==> src/rtl/mem_line_pkg.sv <==
// rtl/mem_line_pkg.sv - shared types and helpers for the cache line memory engine
// Beat geometry is fixed at 64 bits; line geometry is set per instance.
package mem_line_pkg;

   typedef enum logic [2:0] {
      IDLE,
      RD_REQ,
      RD_GAP,
      WR_REQ,
      WR_GAP,
      DONE
   } state_t;

   localparam int BEAT_BYTES     = 8;
   localparam int BEAT_BITS      = BEAT_BYTES * 8;
   localparam int DEF_LINE_BYTES = 32;

   typedef logic [DEF_LINE_BYTES*8-1:0] line_t;

   function automatic int beat_count(input int line_bytes);
      return line_bytes / BEAT_BYTES;
   endfunction

endpackage

==> src/rtl/mem_line_engine.sv <==
// rtl/mem_line_engine.sv - line refill/writeback initiator toward physical memory
// Splits one cache line into 64-bit beats, each with an enable/ack handshake and a timeout.
module mem_line_engine
   import mem_line_pkg::*;
#(
   parameter int ADDR_W      = 32,
   parameter int LINE_BYTES  = DEF_LINE_BYTES,
   parameter int TIMEOUT_CYC = 64
) (
   input  logic                    clk,
   input  logic                    rst,
   input  logic                    req_valid,
   output logic                    req_ready,
   input  logic                    req_write,
   input  logic [ADDR_W-1:0]       req_addr,
   input  logic [LINE_BYTES*8-1:0] req_wdata,
   output logic                    resp_valid,
   output logic [LINE_BYTES*8-1:0] resp_rdata,
   output logic                    resp_err,
   output logic [ADDR_W-1:0]       mem_addr,
   output logic                    mem_rd_en,
   output logic                    mem_wd_en,
   output logic [BEAT_BITS-1:0]    mem_wd_data,
   input  logic [BEAT_BITS-1:0]    mem_data,
   input  logic                    mem_data_valid,
   input  logic                    mem_wd_valid
);

   localparam int BEATS      = beat_count(LINE_BYTES);
   localparam int BEAT_W     = (BEATS > 1) ? $clog2(BEATS) : 1;
   localparam int TMO_W      = $clog2(TIMEOUT_CYC + 1);
   localparam int BEAT_SHIFT = $clog2(BEAT_BYTES);

   state_t                    state_q;
   logic [BEAT_W-1:0]         beat_q;
   logic [TMO_W-1:0]          tmo_q;
   logic                      err_q;
   logic [ADDR_W-1:0]         base_q;
   logic [LINE_BYTES*8-1:0]   wline_q;
   logic [LINE_BYTES*8-1:0]   line_q;

   logic [BEAT_W-1:0]         beat_d;
   logic [ADDR_W-1:0]         base_d;
   logic                      busy;
   logic                      last_beat;
   logic                      tmo_exp;

   always_comb begin
      beat_d    = beat_q + 1'b1;
      base_d    = req_addr & ~ADDR_W'(LINE_BYTES - 1);
      busy      = state_q inside {RD_REQ, RD_GAP, WR_REQ, WR_GAP};
      last_beat = (beat_q == BEAT_W'(BEATS - 1));
      tmo_exp   = (tmo_q == TMO_W'(TIMEOUT_CYC - 1));
   end

   function automatic logic [ADDR_W-1:0] beat_addr(input logic [BEAT_W-1:0] b);
      return base_q + (ADDR_W'(b) << BEAT_SHIFT);
   endfunction

   always_ff @(posedge clk or negedge rst) begin
      if (!rst) begin
         state_q     <= IDLE;
         beat_q      <= '0;
         tmo_q       <= '0;
         err_q       <= 1'b0;
         base_q      <= '0;
         wline_q     <= '0;
         line_q      <= '0;
         req_ready   <= 1'b0;
         resp_valid  <= 1'b0;
         resp_rdata  <= '0;
         resp_err    <= 1'b0;
         mem_addr    <= '0;
         mem_rd_en   <= 1'b0;
         mem_wd_en   <= 1'b0;
         mem_wd_data <= '0;
      end else if (busy && tmo_exp) begin
         // Hung memory: abandon the line and report it as an error completion.
         mem_rd_en  <= 1'b0;
         mem_wd_en  <= 1'b0;
         err_q      <= 1'b1;
         resp_err   <= 1'b1;
         resp_valid <= 1'b1;
         tmo_q      <= '0;
         state_q    <= DONE;
      end else begin
         if (busy) tmo_q <= tmo_q + 1'b1;
         case (state_q)
            IDLE: begin
               req_ready <= 1'b1;
               if (req_valid && req_ready) begin
                  req_ready <= 1'b0;
                  base_q    <= base_d;
                  wline_q   <= req_wdata;
                  beat_q    <= '0;
                  err_q     <= 1'b0;
                  tmo_q     <= '0;
                  mem_addr  <= base_d;
                  if (req_write) begin
                     mem_wd_en   <= 1'b1;
                     mem_wd_data <= req_wdata[BEAT_BITS-1:0];
                     state_q     <= WR_REQ;
                  end else begin
                     mem_rd_en <= 1'b1;
                     state_q   <= RD_REQ;
                  end
               end
            end
            RD_REQ: begin
               if (mem_data_valid) begin
                  line_q[beat_q*BEAT_BITS +: BEAT_BITS] <= mem_data;
                  mem_rd_en <= 1'b0;
                  tmo_q     <= '0;
                  state_q   <= RD_GAP;
               end
            end
            RD_GAP: begin
               // Ack lingers while memory still sees the lagging enable; wait it out.
               if (!mem_data_valid) begin
                  tmo_q <= '0;
                  if (last_beat) begin
                     resp_rdata <= line_q;
                     resp_valid <= 1'b1;
                     resp_err   <= err_q;
                     state_q    <= DONE;
                  end else begin
                     beat_q    <= beat_d;
                     mem_addr  <= beat_addr(beat_d);
                     mem_rd_en <= 1'b1;
                     state_q   <= RD_REQ;
                  end
               end
            end
            WR_REQ: begin
               if (mem_wd_valid) begin
                  mem_wd_en <= 1'b0;
                  tmo_q     <= '0;
                  state_q   <= WR_GAP;
               end
            end
            WR_GAP: begin
               if (!mem_wd_valid) begin
                  tmo_q <= '0;
                  if (last_beat) begin
                     resp_valid <= 1'b1;
                     resp_err   <= err_q;
                     state_q    <= DONE;
                  end else begin
                     beat_q      <= beat_d;
                     mem_addr    <= beat_addr(beat_d);
                     mem_wd_data <= wline_q[beat_d*BEAT_BITS +: BEAT_BITS];
                     mem_wd_en   <= 1'b1;
                     state_q     <= WR_REQ;
                  end
               end
            end
            DONE: begin
               resp_valid <= 1'b0;
               resp_err   <= 1'b0;
               req_ready  <= 1'b1;
               tmo_q      <= '0;
               state_q    <= IDLE;
            end
            default: state_q <= IDLE;
         endcase
      end
   end

endmodule

==> config.mk <==
export PLATFORM = sky130hd
export DESIGN_NAME = mem_line_engine
export DESIGN_NICKNAME = d
export VERILOG_FILES = /design/src/rtl/mem_line_pkg.sv /design/src/rtl/mem_line_engine.sv
export SDC_FILE = /design/constraint.sdc
export NUM_CORES = 1
export LEC_CHECK = 0
export CAP_MARGIN = 20
export CORE_MARGIN = 2
export CORE_UTILIZATION = 35
export CTS_CLUSTER_DIAMETER = 150
export DETAILED_ROUTE_END_ITERATION = 7
export PLACE_DENSITY = 0.62
export SYNTH_ARGS = -nofsm -noshare
export SYNTH_HDL_FRONTEND = slang
export SYNTH_SLANG_ARGS = --single-unit
==> constraint.sdc <==
create_clock -name clk -period 3.8 [get_ports clk]
set_input_delay 0.38 -clock clk [delete_from_list [all_inputs] [get_ports clk]]
set_output_delay 0.38 -clock clk [all_outputs]
set_load 0.1 [all_outputs]
=== Word-level counts from Yosys, hierarchy flattened ===
Cells that the tools add are included.

* Add/subtract/negate cells: 4
* Equality and inequality tests: 21
* Shift-type cells: 3
* Muxes and demuxes: 62
* Bitwise logic cells: 2
* Reductions and logical operators: 23

{| class="wikitable"
|+ Operators by type and width
! kind !! count
|-
| bitwise mux 256 bit || 1
|-
| two-way mux 64 bit || 4
|-
| variable shift 64 x 34 -> 256 bit, first input constant || 1
|-
| variable part select 256 x 9 -> 64 bit || 1
|-
| variable part select 64 x 34 -> 256 bit || 1
|-
| two-way mux 32 bit || 4
|-
| case mux 64 bit (2 select lines) || 1
|-
| case mux 32 bit (3 select lines) || 1
|-
| two-way mux 7 bit || 7
|-
| case mux 7 bit (6 select lines) || 1
|-
| negator 8 -> 34 bit || 1
|-
| adder 32 x 5 -> 32 bit || 1
|-
| two-way mux 3 bit || 8
|-
| two-way mux 1 bit || 23
|-
| != test 3 x 2 -> 1 bit, second input constant || 6
|-
| AND reduction 6 bit || 3
|-
| nonzero test 4 bit || 4
|-
| case mux 3 bit (5 select lines) || 1
|-
| case mux 1 bit (3 select lines) || 4
|-
| two-way mux 2 bit || 5
|-
| != test 2 bit, second input constant || 5
|-
| AND reduction 5 bit || 2
|-
| != test 3 bit, second input constant || 3
|-
| AND reduction 3 bit || 3
|-
| other kinds (16) || 24
|}

* Flip-flop bits (word level): 909
* Bits of input ports: 358
* Output and inout port bits: 357
* Logic and storage cells: 130

=== Depth between registers and ports, before layout ===
Gate-level depths: netlist of the first run.

* Depth after elaboration: 6
* Depth in mapped cells: 10
* Mapped depth without buffers: 5

=== Least setup slack after synthesis of the first run ===
OpenSTA, ideal clock, no wires.

* Kind: register -> register
* Start: register beat_q[0]
* End: register mem_wd_data[14]
* Data arrival time: 3082 ps
* Data required time: 3673 ps
* Slack: 591 ps
* Stages on the path, launching flop included: 10
* Clock period less this slack: 3209 ps
* Cells stage by stage: dfrtp_1 clkbuf_1 buf_2 inv_1 ha_1 clkbuf_1 clkbuf_1 mux4_2 nand2_1 a31oi_1

* Word-level cells in the longest chain between the ends: 5

{| class="wikitable"
|+ Ends and longest elaborated chain
! what !! RTL line !! RTL
|-
| start: declaration || mem_line_engine.sv:35 || <nowiki>logic [BEAT_W-1:0] beat_q;</nowiki>
|-
| start signal: assignment || mem_line_engine.sv:127 || <nowiki>beat_q <= beat_d;</nowiki>
|-
| start signal: assignment || mem_line_engine.sv:149 || <nowiki>beat_q <= beat_d;</nowiki>
|-
| adder 2 x 1 -> 2 bit || mem_line_engine.sv:49 || <nowiki>beat_d = beat_q + 1'b1;</nowiki>
|-
| variable part select 256 x 9 -> 64 bit || mem_line_engine.sv:151 || <nowiki>mem_wd_data <= wline_q[beat_d*BEAT_BITS +: BEAT_BITS];</nowiki>
|-
| two-way mux 64 bit || mem_line_engine.sv:144 || <nowiki>if (last_beat) begin</nowiki>
|-
| two-way mux 64 bit || mem_line_engine.sv:142 || <nowiki>if (!mem_wd_valid) begin</nowiki>
|-
| case mux 64 bit (2 select lines) || mem_line_engine.sv:88 || <nowiki>case (state_q)</nowiki>
|-
| end signal: assignment || mem_line_engine.sv:101 || <nowiki>mem_wd_data <= req_wdata[BEAT_BITS-1:0];</nowiki>
|-
| end signal: assignment || mem_line_engine.sv:151 ||
|-
| end: declaration || mem_line_engine.sv:23 || <nowiki>output logic [BEAT_BITS-1:0] mem_wd_data,</nowiki>
|}

Several ways; a longest one is shown, not always the timed one. The select of a mux whose other input is x is not followed.
A chain may end at the register's enable or synchronous reset.

=== Worst setup path in the final report of the first run ===
* Start: register state_q[2]
* End: register mem_wd_data[15]

* Word-level cells in the longest chain between the ends: 5

{| class="wikitable"
|+ Ends and longest elaborated chain
! what !! RTL line !! RTL
|-
| start: declaration || mem_line_engine.sv:34 || <nowiki>state_t state_q;</nowiki>
|-
| start signal: assignment || mem_line_engine.sv:62 || <nowiki>state_q <= IDLE;</nowiki>
|-
| start signal: assignment || mem_line_engine.sv:85 || <nowiki>state_q <= DONE;</nowiki>
|-
| start signal: assignment || mem_line_engine.sv:102 || <nowiki>state_q <= WR_REQ;</nowiki>
|-
| == test 3 x 1 -> 1 bit (tied with other cells) || mem_line_engine.sv:51 || <nowiki>busy = state_q inside {RD_REQ, RD_GAP, WR_REQ, WR_GAP};</nowiki>
|-
| nonzero test 4 bit || mem_line_engine.sv:51 ||
|-
| logical AND 1 bit || mem_line_engine.sv:77 || <nowiki>end else if (busy && tmo_exp) begin</nowiki>
|-
| NOT 1 bit (no source line) || - ||
|-
| AND reduction 6 bit (no source line) || - ||
|}

Several ways; a longest one is shown, not always the timed one.

==> results of run 1 <==
-- worst max-delay path, cell delays in order, from the launching register on --
cell,delay (ps)
dfrtp_1,860
or3b_4,580
o22ai_4,190
buf_4,710
a31oi_1,180
a31oi_1,210
-- layout make-up --
| type | count | area, um^2 |
|---|---|---|
| flip-flops and latches | 904 | 22600 |
| diodes | 8 | 20.0 |
| clock buffers | 158 | 3010 |
| repair buffers | 767 | 7900 |
| clock inverters | 23 | 263 |
| multi-input cells | 1807 | 13600 |
| well taps | 1391 | 1740 |
| inverters | 9 | 33.8 |
| fillers | 9550 | 56400 |
-- per-layer routing --
layer  wire (um)  share of wire [%]  up-vias  GRT usage (%)
li1            -                  -    11600              -
met1       44100                 41    12800           24.3
met2       50400                 47      713           31.1
met3        8830                8.3      202           6.57
met4        2780                2.6       52           5.99
met5         349               0.33        -              0
-- stage by stage --
stage | cells | setup WS (ps) | util (%)
3_5_place_dp | 4877 | 914 | 43.5
2_1_floorplan | 2938 | 591 | -
4_1_cts | 5059 | 910 | 46.6
5_1_grt | 5064 | 702 | 46.6
6_report | 5067 | 899 | 46.6
3_3_place_gp | 4877 | 951 | 43.5
-- power breakdown --
part	leakage, uW	internal (uW)	switching (uW)
Clock	0.00160	5570	3990
Combinational	0.00789	5350	8720
Sequential	0.0117	12400	1600
Total	0.0212	23300	14300
-- worst min-delay path by stage --
| stage | to | cells past startpoint | start | slack, ps |
|---|---|---|---|---|
| finish | mem_wd_data[61] | 3 | req_wdata[61] | 300 |
| global route | wline_q[206] | 2 | req_wdata[206] | 280 |
| CTS | mem_wd_data[19] | 3 | req_wdata[19] | 220 |
| detailed placement | line_q[137] | 2 | line_q[137] | 460 |
| global placement | line_q[234] | 2 | line_q[234] | 450 |
| floorplan | base_q[10] | 0 | rst | 80 |
-- kinds of logic after synthesis --
kind of cell             share of synthesized area (%)
buffers and inverters                             3.37
other                                           0.0100
flip-flops                                        60.5
multiplexers                                      21.9
AO/OA/AOI/OAI                                     6.36
adder cells (fa/ha/maj)                          0.234
AND/OR/NAND/NOR                                   7.49
XOR/XNOR                                         0.117
-- state kept, by name, summed over array words and instances (netlist names), 3 cells and up --
signal,cells
resp_rdata,256
mem_wd_data,64
base_q,27
line_q,256
state_q,3
wline_q,256
tmo_q,7
mem_addr,28
-- cells in the final DEF (no fill, tap or decap), types with 3 or more instances in the layout --
cell type        count
a21oi_1              6
o211ai_1             4
ha_1                 6
mux2_1              42
dfrtp_1            903
clkinv_4             3
nor4_1               3
o21ai_0            254
clkdlybuf4s50_1    701
clkbuf_1            29
a31oi_1            132
o21ai_1             11
clkbuf_16          100
buf_4               34
clkinv_8             3
clkinv_2             9
o21a_1               4
buf_12              30
nand3_1              5
inv_1                9
mux2_2             543
diode_2              8
nor2_1              12
nand2b_1             3
nand2_1            649
nor3b_2              3
nor3_1               4
conb_1               3
mux4_2              64
mux2i_1              4
clkbuf_8            29
a22o_1               3
xnor2_1              4
mux2_4               8
==> impl_results.md, run 1 <==
* First-pass GRT wire length at 161 mm
* CP Max Fanout at 64
* Actual slew at the worst max-slew pin at 1190 ps
* Crit path launch: state_q[2]
* DP Area at 45900 um^2
* Post-CTS setup buffers at 0
* TritonCTS buffer count at 99
* Worst-path clk slew at 60 ps
* Routed len/inst at 21.0 um
* GP Congestion at 0.787
* Most frequent cell after synthesis: dfrtp_1
* Status: complete, no violations
* P&R area growth vs syn at 31.6%
* Syn avg cell area at 12.7 um^2
* DRT Wirelength at 106 mm
* Achievable Freq at 345 MHz
* Largest net degree at the start of global routing at 129
* Required @ worst endpoint at 4380 ps
* Slew margin rel. at 20.7%
* Clock latency on the worst-skew pair at 680 ps
* Setup crit end kind: flip-flop
* Boundary pin count at 715
* Initial DRC count at 1369
* Final total power at 37600 uW
* Crit path time final at 2900 ps
* Final Setup Violations at 0
* Die Y at 331 um
* Syn Inst Count at 2936
* Vias/cell at 4.99
* Setup Crit Path Kind: reg2reg
* RSZ-0062 raised after global routing: false
* Area share of the largest cell type after synthesis at 60.5%
* Share of cells above drive strength 1 at 23.2%
* Initial antenna violation count at 36
* Worst R2R Path Depth at 5
* LEAKAGE at 0.0212 uW
* Post-cts resize count at 0
* Pwr dens at 765 nW/um^2
* Number of synthesized flops with an enable pin at 0
* Worst endpoint data arrival time at 3480 ps
* Most frequent cells after synthesis: 904 x dfrtp_1, 649 x nand2_1, 543 x mux2_2
* Final TNS setup at 0 ps
* First-pass detailed-route iteration total at 5
* Total congestion overflow at 0
* Skew final at 33.3 ps
* CTS Root Cell: clkbuf_16
* Final hold violations at 0
* VDD IR max at 0.720 mV
* R2R setup slack at 900 ps
* Width of the die at 331 um
* Clock sinks at 904
* Top FF cell, synth: dfrtp_1
* Class of the worst hold path: in2reg
* Nets at 3953
* Max-slew violations at 0
* Synth area leader: dfrtp_1
* Row cnt at 119
* Min Hold Slack at 301 ps
* Via count at 25300
* Core Region at 106000 um^2
* Setup crit end: mem_wd_data[15]
* Top cells by area, synth: dfrtp_1 61%, mux2_2 16%, nand2_1 6.5%
* #FFs+latches synth at 904
* Synthesized area at 37400 um^2
* Worst flop-to-flop path endpoint: mem_wd_data[15]
* Die area at 109000 um^2
* Async set-reset flop share out of synthesis at 100%
* Post-synthesis cell type count at 60
* Design area at 49200 um^2
* Synth Warn # at 0
* DRC violations left at 0
* Clk buf depth at 3
* Hold Buf Count CTS at 1
* HPWL Detailed at 70.5 mm
* MaxCap Viol Count at 0
* H-tree levels at 3
* Number of global-route vias before repair at 25800
* Starting Density at 35.4%
* Crit start category: flip-flop
* Remaining antenna violation count after routing at 0
* TritonCTS clock tree: built
* # port buffers at 706
* Worst reg2reg path startpoint: state_q[2]
* GRT Overall Usage at 19.2%
* Post-synthesis sequential area ratio at 60.5%
* Fin crit share at 76.3%
(Power assumes the default switching activity.)
==> run 2, diff against run 1 <==
PLACE_DENSITY = 0.64   (was 0.62)
clock period = 2.43 ns   (was 3.8 ns; I/O delays follow)
==> impl_results.md, run 2 (synthesis results as in run 1) <==
* Placed cells at 4935 (+1.2%)
* Worst-path clk slew at 60 ps (about the same)
* Final hold violations at 0 (unchanged)
* Setup Crit Path Kind: reg2reg
* Pwr dens at 1210 nW/um^2 (+58%)
* First-pass GRT wire length at 160 mm (-0.54%)
* First-pass detailed-route iteration total at 5 (unchanged)
* Initial DRC count at 1596 (+17%)
* Status: complete, no violations
* RSZ-0062 raised after global routing: false
* Final TNS setup at 0 ps (unchanged)
* Final Setup Violations at 0 (unchanged)
* Switching power at 22500 uW (+57%)
* Share of cells above drive strength 1 at 34.0% (+11 points)
* DRT Wirelength at 106 mm (-0.30%)
* Worst endpoint data arrival time at 2840 ps (-640 ps)
* GP Congestion at 0.794 (+0.89%)
* Crit path time final at 2320 ps (-584 ps)
* Core Util, Final at 46.6% (about the same)
* Gate power share at 37.6% (+0.2 points)
* Boundary pin count at 715 (unchanged)
* CP Max Fanout at 29 (-55%)
* Slew margin rel. at 49.6% (+29 points)
* TritonCTS buffer count at 98 (-1.0%)
* Setup crit end kind: flip-flop
* Initial antenna violation count at 21 (-42%)
* Worst-path cell with the longest stage delay: dfrtp_4
* Clk buf depth at 3 (unchanged)
* Required @ worst endpoint at 2960 ps (-1420 ps)
* Seq pwr share at 36.7% (-0.5 points)
* Max-slew violations at 0 (unchanged)
* Actual slew at the worst max-slew pin at 752 ps (-433 ps)
* Skew final at 36.7 ps (+3.43 ps)
* Nets at 4016 (+1.6%)
* Die area at 109000 um^2 (unchanged)
* CTS Root Cell: clkbuf_16
* Width of the die at 331 um (unchanged)
* Achievable Freq at 432 MHz (+25%)
* Via count at 25700 (+1.8%)
* CP Cell Sequence: ha_1 > buf_4 > inv_1 > a22o_1 > and4_4 > buf_12 > mux2_2
* Routed len/inst at 20.7 um (-1.5%)
* Fin crit share at 95.3% (+19 points)
* Sw frac at 37.7% (-0.27 points)
* Biggest regs: line_q x256, resp_rdata x256, wline_q x256
* Number of global-route vias before repair at 25900 (+0.32%)
* Most frequent cells in the layout: 901 x dfrtp_1, 649 x nand2_1, 543 x mux2_2, 425 x buf_4, 351 x clkdlybuf4s50_1
* Row cnt at 119 (unchanged)
* Clock sinks at 904 (unchanged)
* HPWL Detailed at 72.0 mm (+2.0%)
* Min Hold Slack at 171 ps (-130 ps)
* P&R area growth vs syn at 31.5% (about the same)
* Die Y at 331 um (unchanged)
* Pre-CTS WS at 98.0 ps (-816 ps)
* Remaining antenna violation count after routing at 0 (unchanged)
* Crit start category: flip-flop
* # port buffers at 706 (unchanged)
* Vias/cell at 5.02 (+0.53%)
* Pint at 37100 uW (+59%)
* VDD IR max at 1.10 mV (+53%)
* Core Region at 106000 um^2 (unchanged)
* Clock Power Share at 25.7% (+0.3 points)
* Slowest cell delay on critical path at 580 ps (-280 ps)
* Total congestion overflow at 0 (unchanged)
* MaxCap Viol Count at 0 (unchanged)
* LEAKAGE at 0.0222 uW (+5.0%)
* TritonCTS clock tree: built
* Final Non-Filler Cells at 5129 (+1.2%)
* Class of the worst hold path: in2reg
* Largest net degree at the start of global routing at 129 (unchanged)
* Starting Density at 35.4% (unchanged)
* Final WS setup at 113 ps (-786 ps)
* Fill cells at 9609 (+0.62%)
* DRC violations left at 0 (unchanged)
* Clock latency on the worst-skew pair at 680 ps (about the same)
* H-tree levels at 3 (unchanged)
* GRT Overall Usage at 19.1% (-0.11 points)
* Most common cell after layout, fill and taps aside: dfrtp_1
[run 2: cell types whose count changed in the layout (fill, tap and decap cells not counted), sizes merged, moves of 2 or more]
cell           previous run  this run
buf                      65       476
bufinv                    2         7
clkbuf                  158       147
clkdlybuf4s50           701       351
clkinv                   16        22
dlygate4sd3               1         3
[run 2: timing repair]
item,4_1_cts,5_1_grt
pin swaps,0,0
hold buffers,3,0
endpoints found under the hold margin,642,0
gates resized for setup,1,0
buffers inserted,0,3
gates cloned,1,0
endpoints found under the setup margin,1,55
[run 2: layout make-up]
| type | instances | area [um^2] | share of cell area (%) |
|---|---|---|---|
| Sequential cell | 904 | 22600 | 46.0 |
| Multi-Input combinational cell | 1807 | 13600 | 27.7 |
| Timing Repair Buffer | 831 | 7790 | 15.8 |
| Clock buffer | 147 | 2910 | 5.92 |
| Tap cell | 1391 | 1740 | 3.54 |
| Clock inverter | 33 | 444 | 0.904 |
| Inverter | 9 | 33.8 | 0.0687 |
| Antenna cell | 7 | 17.5 | 0.0356 |
[run 2: power groups by stage]
stage               Clock [uW]  Combinational (uW)  Sequential (uW)
finish                   15300               22400            21900
global route             16300               23900            22400
CTS                      15700               22600            21900
detailed placement           0               22600            22100
global placement             0               22300            22000
floorplan                    0               10100            27900
[run 2: final timing paths]
path / startpoint / to / slack [ps] / cells after the start
worst max-delay path: beat_q[0] / mem_addr[8] / 110 / 7
worst max register to register: beat_q[0] / mem_addr[8] / 110 / 7
worst min register to register: line_q[14] / line_q[14] / 470 / 2
worst min-delay path: req_wdata[6] / mem_wd_data[6] / 170 / 3
max in group asynchronous: rst / line_q[105] / 780 / 4
min in group asynchronous: rst / resp_rdata[248] / 600 / 3
[run 2: per-layer routing]
metal / up-vias / routed length, um / track usage, %
met5: - / 191 / 0
met4: 30 / 2720 / 5.77
met3: 189 / 8430 / 5.52
met2: 812 / 50400 / 30.9
met1: 13000 / 44500 / 24.8
li1: 11700 / - / -
[run 2: stage by stage]
stage | cell area [um^2] | power, uW
2_1_floorplan | 37400 | 38000
3_3_place_gp | 45700 | 44200
3_5_place_dp | 45700 | 44700
4_1_cts | 49100 | 60300
5_1_grt | 49100 | 62500
6_report | 49200 | 59600
[run 2: critical path: cells and delay by family (launching register included)]
kind	cells	cell delay, ps
AOI/OAI and AO/OA	1	140
adders and majority gates	1	340
buffers and inverters	3	490
DFF	1	580
muxes	1	370
and+or+nand+nor	1	240
==> run 3, diff against run 2 <==
CORE_UTILIZATION = 47   (was 35)
PLACE_DENSITY = 0.76   (was 0.64)
==> impl_results.md, run 3 (synthesis results as in run 1) <==
* Share of cells above drive strength 1 at 34.0% (-0.042 points)
* Final TNS setup at 0 ps (unchanged)
* Crit path launch: beat_q[0]
* Min Hold Slack at 122 ps (-49.3 ps)
* # port buffers at 706 (unchanged)
* Worst endpoint data arrival time at 2790 ps (-50 ps)
* Worst R2R Path Depth at 5 (-2)
* Bufs and invs on worst path at 1 (-2)
* GP Congestion at 0.828 (+4.3%)
* Total congestion overflow at 0 (unchanged)
* Boundary pin count at 715 (unchanged)
* Achievable Freq at 440 MHz (+1.9%)
* DRC violations left at 0 (unchanged)
* Status: complete, no violations
* Worst-path clk slew at 60 ps (about the same)
* Setup Crit Path Kind: reg2reg
* Design area at 48600 um^2 (-1.1%)
* Crit path time final at 2270 ps (-43.6 ps)
* LEAKAGE at 0.0222 uW (-0.34%)
* Biggest regs: line_q x256, resp_rdata x256, wline_q x256
* Initial DRC count at 1603 (+0.44%)
* Slew margin rel. at 35.6% (-14 points)
* Required @ worst endpoint at 2940 ps (-20 ps)
* Worst-path cell with the longest stage delay: dfrtp_4
* Max-slew violations at 0 (unchanged)
* HPWL Detailed at 70.1 mm (-2.5%)
* Clock sinks at 904 (unchanged)
* TritonCTS clock tree: built
* Die area at 81800 um^2 (-25%)
* Row cnt at 103 (-13%)
* Starting Density at 47.4% (+12 points)
* MaxCap Viol Count at 0 (unchanged)
* Skew final at 56.2 ps (+19.4 ps)
* Actual slew at the worst max-slew pin at 957 ps (+205 ps)
* Fin crit share at 93.5% (-1.8 points)
* Width of the die at 286 um (-14%)
* Most frequent cells in the layout: 901 x dfrtp_1, 649 x nand2_1, 543 x mux2_2, 412 x buf_4, 351 x clkdlybuf4s50_1
* Core Region at 78900 um^2 (-25%)
* GRT Overall Usage at 24.9% (+5.8 points)
* H-tree levels at 3 (unchanged)
* DRT Wirelength at 103 mm (-3.0%)
* Worst path depth at 5 (-2)
* Initial antenna violation count at 19 (-9.5%)
* VDD IR max at 0.906 mV (-18%)
* Post-cts resize count at 0 (-1)
* Remaining antenna violation count after routing at 0 (unchanged)
* First-pass GRT wire length at 158 mm (-1.2%)
* CP Cell Sequence: ha_1 > nand3_1 > nand2b_4 > buf_4 > mux2_1
* Number of global-route vias before repair at 26700 (+2.9%)
* Clk buf depth at 3 (unchanged)
* First-pass detailed-route iteration total at 7 (+2)
* Final Setup Violations at 0 (unchanged)
* RSZ-0062 raised after global routing: false
* Clock latency on the worst-skew pair at 660 ps (-20 ps)
* Setup crit end kind: flip-flop
* P&R area growth vs syn at 30.1%
* Nets at 4002 (-0.35%)
* Most common cell after layout, fill and taps aside: dfrtp_1
* Routed len/inst at 21.6 um (+4.2%)
* Vias/cell at 5.47 (+9.0%)
* CTS Root Cell: clkbuf_16
* Via count at 26100 (+1.4%)
* Hold Buf Count CTS at 1 (-2)
* DP Area at 45300 um^2 (-0.81%)
* Largest net degree at the start of global routing at 129 (unchanged)
* Kind of cell with the highest combined delay on the critical path: simple AND/OR/NAND/NOR gates
* Worst reg2reg path startpoint: beat_q[0]
* R2R setup slack at 160 ps (+40 ps)
* Pwr dens at 1220 nW/um^2 (+0.86%)
* Worst flop-to-flop path endpoint: resp_rdata[112]
* Setup crit end: resp_rdata[112]
* Core Util, Final at 61.7% (+15 points)
* Post-CTS setup buffers at 0 (unchanged)
* CP Max Fanout at 17 (-41%)
* Class of the worst hold path: in2async
* TritonCTS buffer count at 94 (-4.1%)
* Die Y at 286 um (-14%)
* Crit start category: flip-flop
* Slowest cell delay on critical path at 530 ps (-50 ps)
* Final hold violations at 0 (unchanged)
## run 3: area by class of cell
| type | count | area [um^2] |
|---|---|---|
| Fill cell | 6036 | 30200 |
| Sequential cell | 904 | 22600 |
| Multi-Input combinational cell | 1807 | 13600 |
| Timing Repair Buffer | 821 | 7750 |
| Clock buffer | 129 | 2670 |
| Tap cell | 1050 | 1310 |
| Clock inverter | 45 | 609 |
| Inverter | 9 | 33.8 |
| Antenna cell | 9 | 22.5 |
## run 3: how the worst min path moves through the flow
stage / start / to / slack, ps / cells past startpoint
after floorplan: rst / base_q[10] / -50 / 0
after global placement: rst / resp_rdata[1] / 210 / 1
after detailed placement: rst / resp_rdata[1] / 210 / 1
after CTS: rst / resp_rdata[202] / 100 / 2
after global routing: rst / resp_rdata[139] / 130 / 2
final: rst / resp_rdata[139] / 120 / 2
## run 3: per-stage QoR
stage / worst slack [ps] / cells / total power [uW]
6_report: 157 / 4774 / 59400
2_1_floorplan: 53.5 / 2938 / 38000
3_5_place_dp: 115 / 4590 / 44600
4_1_cts: 172 / 4765 / 59800
5_1_grt: 47.5 / 4773 / 62100
3_3_place_gp: 166 / 4590 / 43900
## run 3: per-layer routing
| layer | routed length (um) | vias to the layer above | track usage [%] | share of wire [%] |
|---|---|---|---|---|
| li1 | - | 11700 | - | - |
| met1 | 40700 | 13200 | 31.8 | 40 |
| met2 | 50800 | 1001 | 41.3 | 49 |
| met4 | 3480 | 18 | 9.52 | 3.4 |
| met5 | 115 | - | 0 | 0.11 |
| met3 | 7960 | 215 | 5.91 | 7.7 |
## run 3: report_power, final
part / switching, uW / leakage [uW] / internal, uW
logic: 13800 / 0.00886 / 8620
registers: 2480 / 0.0117 / 19400
clock network: 6220 / 0.00161 / 8850
